==> config.mk <==
export PLATFORM = sky130hd
export DESIGN_NAME = load_store_unit
export DESIGN_NICKNAME = d
export VERILOG_FILES = /design/src/rtl/lsu_pkg.sv /design/src/rtl/load_store_unit_format.sv /design/src/rtl/load_store_unit.sv
export SDC_FILE = /design/constraint.sdc
export NUM_CORES = 1
export LEC_CHECK = 0
export BUFFER_PORTS_ARGS = -buffer_cell sky130_fd_sc_hd__buf_2
export CORE_MARGIN = 3
export CORE_UTILIZATION = 45
export CTS_CLUSTER_DIAMETER = 40
export DETAILED_ROUTE_END_ITERATION = 16
export PLACE_DENSITY = 0.71
export SETUP_SLACK_MARGIN = 0.3
export SLEW_MARGIN = 10
export SYNTH_ARGS = -nofsm -noshare
export SYNTH_HDL_FRONTEND = slang
export SYNTH_HIERARCHICAL = 1
export SYNTH_SLANG_ARGS = --single-unit
==> constraint.sdc <==
create_clock -name clk -period 2.7 [get_ports clk]
set_clock_uncertainty 0.2 [all_clocks]
set_input_delay 0.27 -clock clk [delete_from_list [all_inputs] [get_ports clk]]
set_output_delay 0.27 -clock clk [all_outputs]
set_load 0.02 [all_outputs]
==> src/rtl/lsu_pkg.sv <==
// Shared types and helpers for the load/store unit: FSM states, beat counting
// and the byte-lane selection used when capturing read data.
package lsu_pkg;

    localparam int BEATS = 4;
    localparam int CNT_W = $clog2(BEATS);

    typedef enum logic [2:0] {
        IDLE,
        WR,
        RD,
        RDLAST,
        RESP
    } state_e;

    // Read data arrives one cycle after its strobe, so RD captures the previous
    // beat's lane while RDLAST captures the lane of the final beat itself.
    function automatic logic [CNT_W-1:0] cap_lane(input state_e st, input logic [CNT_W-1:0] k);
        return (st == RDLAST) ? k : k - CNT_W'(1);
    endfunction

endpackage

==> src/rtl/load_store_unit_format.sv <==
// Turns the captured read bytes into the load result: zero/sign-extended byte
// or little-endian word.
module lsu_load_format
    import lsu_pkg::*;
#(
    parameter int N      = 32,
    parameter int DATA_W = 8
) (
    input  logic [BEATS-1:0][DATA_W-1:0] bytes_i,
    input  logic                         byte_i,
    input  logic                         signed_i,
    output logic [N-1:0]                 data_o
);

    always_comb begin
        data_o = N'(bytes_i);
        if (byte_i) begin
            data_o = {{(N-DATA_W){signed_i & bytes_i[0][DATA_W-1]}}, bytes_i[0]};
        end
    end

endmodule

==> src/rtl/load_store_unit.sv <==
// MEM-stage sequencer: runs one load/store as 1 or 4 byte beats against a
// byte-wide memory and returns a single response pulse.
module load_store_unit
    import lsu_pkg::*;
#(
    parameter int N      = 32,
    parameter int DATA_W = 8,
    parameter int ADDR_W = 12
) (
    input  logic              clk,
    input  logic              rst_n,
    input  logic              req_valid_i,
    output logic              req_ready_o,
    input  logic              req_write_i,
    input  logic              req_byte_i,
    input  logic              req_signed_i,
    input  logic [N-1:0]      req_addr_i,
    input  logic [N-1:0]      req_wdata_i,
    output logic              resp_valid_o,
    output logic [N-1:0]      resp_rdata_o,
    output logic              resp_err_o,
    output logic [ADDR_W-1:0] mem_addr_o,
    output logic              mem_re_o,
    output logic              mem_we_o,
    output logic [DATA_W-1:0] mem_wdata_o,
    input  logic [DATA_W-1:0] mem_rdata_i
);

    state_e                       state_q, state_d;
    logic [CNT_W-1:0]             k_q, k_d;
    logic [ADDR_W-1:0]            addr_q, addr_d;
    logic [BEATS-1:0][DATA_W-1:0] wdata_q, wdata_d;
    logic [BEATS-1:0][DATA_W-1:0] bytes_q, bytes_d;
    logic [DATA_W-1:0]            mem_wdata_q, mem_wdata_d;
    logic                         byte_q, byte_d;
    logic                         signed_q, signed_d;
    logic                         write_q, write_d;
    logic                         err_q, err_d;
    logic [CNT_W-1:0]             last_k;
    logic                         misalign;
    logic [N-1:0]                 load_data;
    logic                         unused_addr_bits;

    assign unused_addr_bits = ^req_addr_i[N-1:ADDR_W];
    assign last_k   = byte_q ? '0 : CNT_W'(BEATS-1);
    assign misalign = !req_byte_i && (req_addr_i[1:0] != 2'b00);

    always_comb begin
        state_d     = state_q;
        k_d         = k_q;
        addr_d      = addr_q;
        wdata_d     = wdata_q;
        bytes_d     = bytes_q;
        mem_wdata_d = mem_wdata_q;
        byte_d      = byte_q;
        signed_d    = signed_q;
        write_d     = write_q;
        err_d       = err_q;
        case (state_q)
            IDLE: begin
                if (req_valid_i) begin
                    byte_d   = req_byte_i;
                    signed_d = req_signed_i;
                    write_d  = req_write_i;
                    err_d    = misalign;
                    if (misalign) begin
                        state_d = RESP;
                    end else begin
                        // Address/counter only move for real beats so mem_addr_o holds otherwise.
                        addr_d  = req_addr_i[ADDR_W-1:0];
                        wdata_d = req_wdata_i;
                        k_d     = '0;
                        state_d = req_write_i ? WR : RD;
                        if (req_write_i) mem_wdata_d = req_wdata_i[DATA_W-1:0];
                    end
                end
            end
            WR: begin
                if (k_q == last_k) begin
                    state_d = RESP;
                end else begin
                    k_d         = k_q + CNT_W'(1);
                    mem_wdata_d = wdata_q[k_q + CNT_W'(1)];
                end
            end
            RD: begin
                if (k_q != '0) bytes_d[cap_lane(state_q, k_q)] = mem_rdata_i;
                if (k_q == last_k) state_d = RDLAST;
                else               k_d     = k_q + CNT_W'(1);
            end
            RDLAST: begin
                bytes_d[cap_lane(state_q, k_q)] = mem_rdata_i;
                state_d = RESP;
            end
            RESP:    state_d = IDLE;
            default: state_d = IDLE;
        endcase
    end

    always_ff @(posedge clk or negedge rst_n) begin
        if (!rst_n) begin
            state_q     <= IDLE;
            k_q         <= '0;
            addr_q      <= '0;
            wdata_q     <= '0;
            bytes_q     <= '0;
            mem_wdata_q <= '0;
            byte_q      <= 1'b0;
            signed_q    <= 1'b0;
            write_q     <= 1'b0;
            err_q       <= 1'b0;
        end else begin
            state_q     <= state_d;
            k_q         <= k_d;
            addr_q      <= addr_d;
            wdata_q     <= wdata_d;
            bytes_q     <= bytes_d;
            mem_wdata_q <= mem_wdata_d;
            byte_q      <= byte_d;
            signed_q    <= signed_d;
            write_q     <= write_d;
            err_q       <= err_d;
        end
    end

    lsu_load_format #(.N(N), .DATA_W(DATA_W)) u_fmt (
        .bytes_i  (bytes_q),
        .byte_i   (byte_q),
        .signed_i (signed_q),
        .data_o   (load_data)
    );

    assign req_ready_o  = (state_q == IDLE);
    assign mem_we_o     = (state_q == WR);
    assign mem_re_o     = (state_q == RD);
    assign mem_addr_o   = addr_q + ADDR_W'(k_q);
    assign mem_wdata_o  = mem_wdata_q;
    assign resp_valid_o = (state_q == RESP);
    assign resp_err_o   = resp_valid_o & err_q;
    assign resp_rdata_o = (resp_valid_o && !write_q && !err_q) ? load_data : '0;

endmodule
# Word level (Yosys, flattened, before mapping)
# Index checks and enable logic that the tools add are counted.
[op_classes]
eq_ne = 13
n_reduce_logical = 20
mux = 26
magnitude_cmp = 3
add_sub_neg = 3
n_bitwise = 3
[ops]
columns = ["op", "n"]
rows = [
  ["$mux W32", 3],
  ["$pmux W32 S2", 1],
  ["$mux W8", 6],
  ["$bwmux W32", 1],
  ["$bmux W8 S2", 1],
  ["$demux W8 S2", 1],
  ["$pmux W8 S2", 1],
  ["$add A12 B2 Y12", 1],
  ["$mux W2", 6],
  ["$mux W3", 4],
  ["$pmux W3 S4", 1],
  ["$reduce_bool A2 Y1", 5],
  ["$ne A2 B1 Y1 const B", 4],
  ["$ne A2 B2 Y1 const B", 4],
  ["$eq A3 B2 Y1 const B", 2],
  ["$lt A2 B3 Y1 const B", 2],
  ["$reduce_and A3 Y1", 2],
  ["$reduce_and A5 Y1", 1],
  ["$logic_and A1 B1 Y1", 4],
  ["$pmux W2 S2", 1],
  ["$reduce_and A2 Y1", 2],
  ["$reduce_and A4 Y1", 1],
  ["$eq A3 B1 Y1 const B", 1],
  ["$eq A3 B3 Y1 const B", 1],
  ["9 further kinds", 12],
]
[totals]
reg_bits = 93
inputBits = 78
output_inout_bits = 57
word_cells = 84

# Depth between registers and ports, before layout
[logic_depth]
word_depth = 9
depth_mapped = 9
ltp_nobuf = 6

# Hierarchy
# Netlist, hierarchy kept.
[by_module_without_submodules]
columns = ["mod", "cells_each", "instances", "seq_area_each_um2", "area_per_inst_um2"]
rows = [
  ["load_store_unit", 352, 1, 2327.2, 4444.3],
  ["lsu_load_format", 61, 1, 0.0, 327.8],
]

# Least setup slack after synthesis
# OpenSTA, ideal clock, no wires.
[synth_timing]
kind = "register to register"
start = "register k_q[0]"
end = "register bytes_q[24] (netlist bit)"
slack_ns = 0.116
t_arrival_ns = 2.259
setup_time_ns = 0.125
t_required_ns = 2.375
path_buffers = 3
period_less_slack_ns = 2.584
path_stages_with_launch = 10
path_cell_list = "dfrtp_1 > clkbuf_1 > inv_1 > ha_1 > buf_2 > buf_2 > nor4_1 > a31oi_1 > nor2_2 > mux2_2"
[synth_between]
elab_chain_cells = 9
word_cells_on_any_way = 13
classes_between = "add/sub: 1; order compare: 2; eq/ne: 1; mux: 6; reduce/logical: 3"
[synth_lines]
columns = ["element", "line", "source"]
rows = [
  ["from (decl)", "load_store_unit.sv:30", "logic [CNT_W-1:0] k_q, k_d;"],
  ["from (signal assigned)", "load_store_unit.sv:114", "k_q <= k_d;"],
  ["$sub A2 B1 Y2", "lsu_pkg.sv:19", "return (st == RDLAST) ? k : k - CNT_W'(1);"],
  ["$mux W2", "lsu_pkg.sv:19", ""],
  ["$lt A2 B3 Y1 (implied by the code) / $ge A2 B1 Y1 (equally long branches)", "load_store_unit.sv:87, load_store_unit.sv:92", ""],
  ["$logic_and A1 B1 Y1 (implied by the code)", "load_store_unit.sv:87, load_store_unit.sv:92", ""],
  ["$mux W8 (implied by the code)", "load_store_unit.sv:87, load_store_unit.sv:92", ""],
  ["$demux W8 S2", "load_store_unit.sv:87, load_store_unit.sv:92", ""],
  ["$bwmux W32", "load_store_unit.sv:87, load_store_unit.sv:92", ""],
  ["$mux W32", "load_store_unit.sv:87", "if (k_q != '0) bytes_d[cap_lane(state_q, k_q)] = mem_rdata_i;"],
  ["$pmux W32 S2", "load_store_unit.sv:59", "case (state_q)"],
  ["to (signal assigned)", "load_store_unit.sv:117", "bytes_q <= bytes_d;"],
  ["to (decl)", "load_store_unit.sv:33", "logic [BEATS-1:0][DATA_W-1:0] bytes_q, bytes_d;"],
]
# Parallel ways exist; a longest one is shown, timed or not. The select of a mux whose other input is x is not followed.
# A chain may end at the register's enable or synchronous reset.

# Worst setup path after layout
[layout_timing]
start = "register state_q[1]"
end = "output port resp_rdata_o[14]"
[layout_between]
elab_chain_cells = 4
[layout_lines]
columns = ["element", "line", "source"]
rows = [
  ["from (decl)", "load_store_unit.sv:29", "state_e state_q, state_d;"],
  ["from (signal assigned)", "load_store_unit.sv:113", "state_q <= state_d;"],
  ["$eq A3 B3 Y1", "load_store_unit.sv:138", "assign resp_valid_o = (state_q == RESP);"],
  ["$logic_and A1 B1 Y1 (2 in a row)", "load_store_unit.sv:140", "assign resp_rdata_o = (resp_valid_o && !write_q && !err_q) ? load_data : '0;"],
  ["$mux W32", "load_store_unit.sv:140", ""],
  ["to (decl)", "load_store_unit.sv:20", "output logic [N-1:0] resp_rdata_o,"],
]
# Every way passes these cells.

==> results <==
- The flow ran to the end, and the final reports show no timing, DRC or antenna violations.
- The critical path is of the flop to output port type.
- The routed length per instance is 16.0 µm.
- From left edge to right edge, the die measures around 110 µm.
- Sorting the synthesized cells by area gives the leading types as sky130_fd_sc_hd__dfrtp_1, sky130_fd_sc_hd__mux2_2, sky130_fd_sc_hd__and2_1.
- The critical path endpoint category is an output port.
- The layout-stage area growth over the synthesis result is 42.2%.
- Among cell families on the critical path, the largest total delay comes from simple AND/OR/NAND/NOR gates.
- The maximum number of pins on one net before global-route repair is between 50 and 60.
- The synthesized netlist occupies a cell area of about 0.0048 mm².
- The number of failing hold endpoints at the final stage is 0.
- A synthesized cell averages roughly 12 µm².
- In the routed design, unresolved DRC markers number 0.
- Counting every sink on the clock net gives 93.
- The floorplan step defined a core boundary enclosing around 0.010 mm².
- The number of placed I/O pins is ~140.
- For this design the ratio of total power to cell area is around 1100 mW/mm².
- The remaining number of nets flagged by the antenna check after routing is 0.
- Setup slack closes at ~0.25 ns.
- The analysis attributes to cell leakage a power of between 3 and 4 nW.
- The buffer levels on the longest clock path is 2.
- The sort of element at the start of the critical path is a flop.
- The number of violations of the max-capacitance limit is 0.
- The placed wire-length estimate after detailed placement is about 7000 µm.
- The fraction of final layout cells sized beyond drive strength 1 is 0.514.
- The number of standard cells in the layout, taps in and fillers out is approximately 730.
- The standard cell with the maximum stage delay on the critical path is sky130_fd_sc_hd__dfrtp_2.
- The antenna diode count is 0.
- The worst reg2reg path startpoint is k_q[0].
- The cell depth of the worst flop-to-flop path is 9.
- STA puts the critical path data arrival time at ~2.0 ns.
- The count of buffer and inverter cells on the critical path is 3.
- The total nets after synthesis is 495.
- The worst hold path belongs to the class input port to flop.
- The starting density of the core is 0.475.
- Of the post-synthesis cell area, the dominant cell type holds 0.488.
- Walking the worst path, the cells encountered are nor2_2 -> and2_4 -> nor3b_4 -> buf_4 -> buf_6 -> and2_1 -> buf_2.
- The number of cells after detailed placement is 641.
- The synthesized instance count is between 400 and 500.
- The sequential element share of the synthesized area is 0.488.
- The number of different library cells in the post-synthesis netlist is 41.
- At the end of the flow, the number of nets in the layout was slightly below 700.
- The wire length reported by the detailed router is 11700 µm.
- TritonCTS built the clock tree.
- In this run, CTS created clock tree buffers numbering 9.
- The number of antenna violations at the first check in global routing is 0.
- The sequential cells in the finished layout cover a total of approximately 0.0023 mm².
- The most common cell after layout, fill and taps aside is sky130_fd_sc_hd__dfrtp_1.
- The violation count after the first detailed-route iteration is 108.
- The weighted congestion reported at the end of routability-driven placement is approximately 0.74.
- The fmax is a little over 400 MHz.
- The first-pass iteration count of the detailed router is 4.
- After global routing the overflow that remains totals 0.
- Before CTS, the worst setup slack after placement is between 0.2 and 0.3 ns.
- Clock latency on the worst-skew pair, taken at its later pin, is 0.36 ns.
- Using the TritonRoute via totals, the vias-per-cell ratio works out to just over 5.
- The site row count is 36.
- Synthesis inferred 93 register bits.
- Of the available clock period, the critical path in the final layout requires 0.908.
- In the global route stage, overall resource usage came out at 0.194.
- The number of max-slew violations in the final report is 0.
- The final hold slack is between 0.01 and 0.015 ns.
- The total number of cells along the worst setup path is 7.
- The top cell types in the final layout, fill and taps aside, are sky130_fd_sc_hd__dfrtp_1, sky130_fd_sc_hd__mux2_2, sky130_fd_sc_hd__buf_2.
- The delay of the slowest cell on the worst path is ~0.45 ns.
- The first global-routing pass estimated roughly 18000 µm of wire.
- The die area is about 0.012 mm².
- Setup repair after global routing could not meet its margin everywhere.
- After clock tree synthesis, the clock-pin slew on the worst setup and hold paths is approximately 0.09 ns.
- The final total negative setup slack is 0 ns.
- The routed layout has 3702 vias.
- In this run the tightest slew margin relative to its limit is 0.557.
- STA puts the critical path data required time at around 2.2 ns.
- The chip height is roughly 110 µm.
- In this run the worst path has a maximum fanout of 8.
- The startpoint of the most critical hold path is req_addr_i[1].
- The buffer cell driving the clock tree root is sky130_fd_sc_hd__clkbuf_8.
- The number of I/O port buffers is 114.
- The via count of the first global-routing pass came to around 3800.
- IR analysis of the VDD net gives a maximum drop of ~0.65 mV.
- The minimum clock period after layout is around 2.5 ns.
- Yosys printed 6 warnings.
- Summing all multi-input logic gate instances after layout gives 0.00232 mm².
- Counting the fill cells in the layout gives roughly 730.
- The deepest level of the CTS H-tree is 3.
- The number of failing setup endpoints in the final timing report is 0.
- Along the worst hold path, the cell count comes to 3.
- The slew of the pin with the lowest slew margin is between 0.6 and 0.7 ns.
- The utilization of the core after routing is 0.676.
- The top cell type by total area after synthesis is sky130_fd_sc_hd__dfrtp_1.
- Tracing the worst setup path back leads to its startpoint at state_q[1].
==> area by class of cell <==
| type | instances | share of cell area |
|---|---|---|
| clock inverters | 3 | 0.00996 |
| multi-input cells | 259 | 0.342 |
| clock buffers | 13 | 0.0234 |
| flip-flops and latches | 93 | 0.343 |
| repair buffers | 200 | 0.240 |
| inverters | 31 | 0.0171 |
| well taps | 133 | 0.0245 |
==> flip-flops by register name, indices dropped and copies added (netlist names) <==
register and cells:
bytes_q 32, mem_wdata_o 8, byte_q 1, k_q 2
write_q 1, err_q 1, addr_q 12, wdata_q 32
state_q 3, signed_q 1
==> logic make-up after synthesis <==
group	Yosys count	share of synthesized area
AO/OA/AOI/OAI	54	0.0755
XOR/XNOR	10	0.0184
adder cells (fa/ha/maj)	4	0.0121
buffers and inverters	61	0.0624
flip-flops	93	0.488
multiplexers	100	0.233
AND/OR/NAND/NOR	91	0.111
==> per-layer routing <==
metal,track usage,vias up,part of all wire
li1,-,1784,-
met1,0.239,1804,0.41
met2,0.333,99,0.52
met3,0.0450,15,0.047
met4,0.0703,0,0.017
met5,0,-,0
==> repair_timing <==
| item | 4_1_cts | 5_1_grt |
|---|---|---|
| buffers inserted | 6 | 13 |
| hold endpoints to repair | 116 | 0 |
| hold buffers | 53 | 0 |
| resized for setup | 16 | 114 |
| pin swaps | 7 | 18 |
| setup endpoints to repair | 45 | 56 |
| cloned | 0 | 3 |
==> worst min-delay path: cells and delay by family <==
| family | cells | cell delay [ns] |
|---|---|---|
| AO/OA/AOI/OAI | 2 | 0.17 |
| buffers and inverters | 1 | 0.10 |
==> worst paths after layout <==
path,to,slack [ns]
setup / recovery,resp_rdata_o[14],0.25
hold / removal,addr_q[1],0.01
setup reg to reg,bytes_q[24],0.38
hold reg to reg,wdata_q[20],0.31
max in group asynchronous,state_q[1],1.39
min in group asynchronous,bytes_q[1],0.22
==> synth_stat cells <==
cell,number
sky130_fd_sc_hd__a21oi_1,6
sky130_fd_sc_hd__buf_1,4
sky130_fd_sc_hd__o22ai_1,2
sky130_fd_sc_hd__nand4_1,2
sky130_fd_sc_hd__nand2_1,14
sky130_fd_sc_hd__and2_1,33
sky130_fd_sc_hd__nor4b_4,1
sky130_fd_sc_hd__mux2_2,90
sky130_fd_sc_hd__clkbuf_1,7
sky130_fd_sc_hd__nor2_2,1
sky130_fd_sc_hd__nor3_1,10
sky130_fd_sc_hd__xor2_1,3
sky130_fd_sc_hd__fa_1,1
sky130_fd_sc_hd__xnor2_1,7
sky130_fd_sc_hd__buf_4,8
sky130_fd_sc_hd__buf_6,4
sky130_fd_sc_hd__mux2i_1,10
sky130_fd_sc_hd__o22a_1,1
sky130_fd_sc_hd__dfrtp_1,93
sky130_fd_sc_hd__nand2_2,1
sky130_fd_sc_hd__nor4_1,4
sky130_fd_sc_hd__and3_1,5
sky130_fd_sc_hd__buf_2,4
sky130_fd_sc_hd__ha_1,3
sky130_fd_sc_hd__o21bai_1,2
sky130_fd_sc_hd__nor2b_1,3
sky130_fd_sc_hd__clkbuf_2,3
sky130_fd_sc_hd__inv_1,31
sky130_fd_sc_hd__nand3_1,4
sky130_fd_sc_hd__o21ai_0,23
sky130_fd_sc_hd__nand2b_1,3
sky130_fd_sc_hd__nand3_2,1
sky130_fd_sc_hd__or3b_1,1
sky130_fd_sc_hd__a31oi_1,2
sky130_fd_sc_hd__nor2_1,6
sky130_fd_sc_hd__o21ai_2,7
sky130_fd_sc_hd__a221o_1,8
sky130_fd_sc_hd__o32ai_1,1
sky130_fd_sc_hd__nor3b_1,2
sky130_fd_sc_hd__a32oi_1,1
sky130_fd_sc_hd__a21o_1,1
==> power breakdown <==
part           switching [mW]  total [mW]  internal, mW
clock network           0.486        1.06         0.574
logic                    1.85        3.88          2.03
registers               0.466        2.57          2.10
total                    2.80        7.51          4.71
==> metrics by stage <==
| stage | total power [mW] | area [µm²] |
|---|---|---|
| 6_report | 7.51 | 6790 |
| 5_1_grt | 8.04 | 6790 |
| 4_1_cts | 7.09 | 6320 |
| 3_5_place_dp | 5.79 | 5430 |
| 3_3_place_gp | 5.67 | 5430 |
| 2_1_floorplan | 5.06 | 4790 |
(Power assumes the default switching activity.)
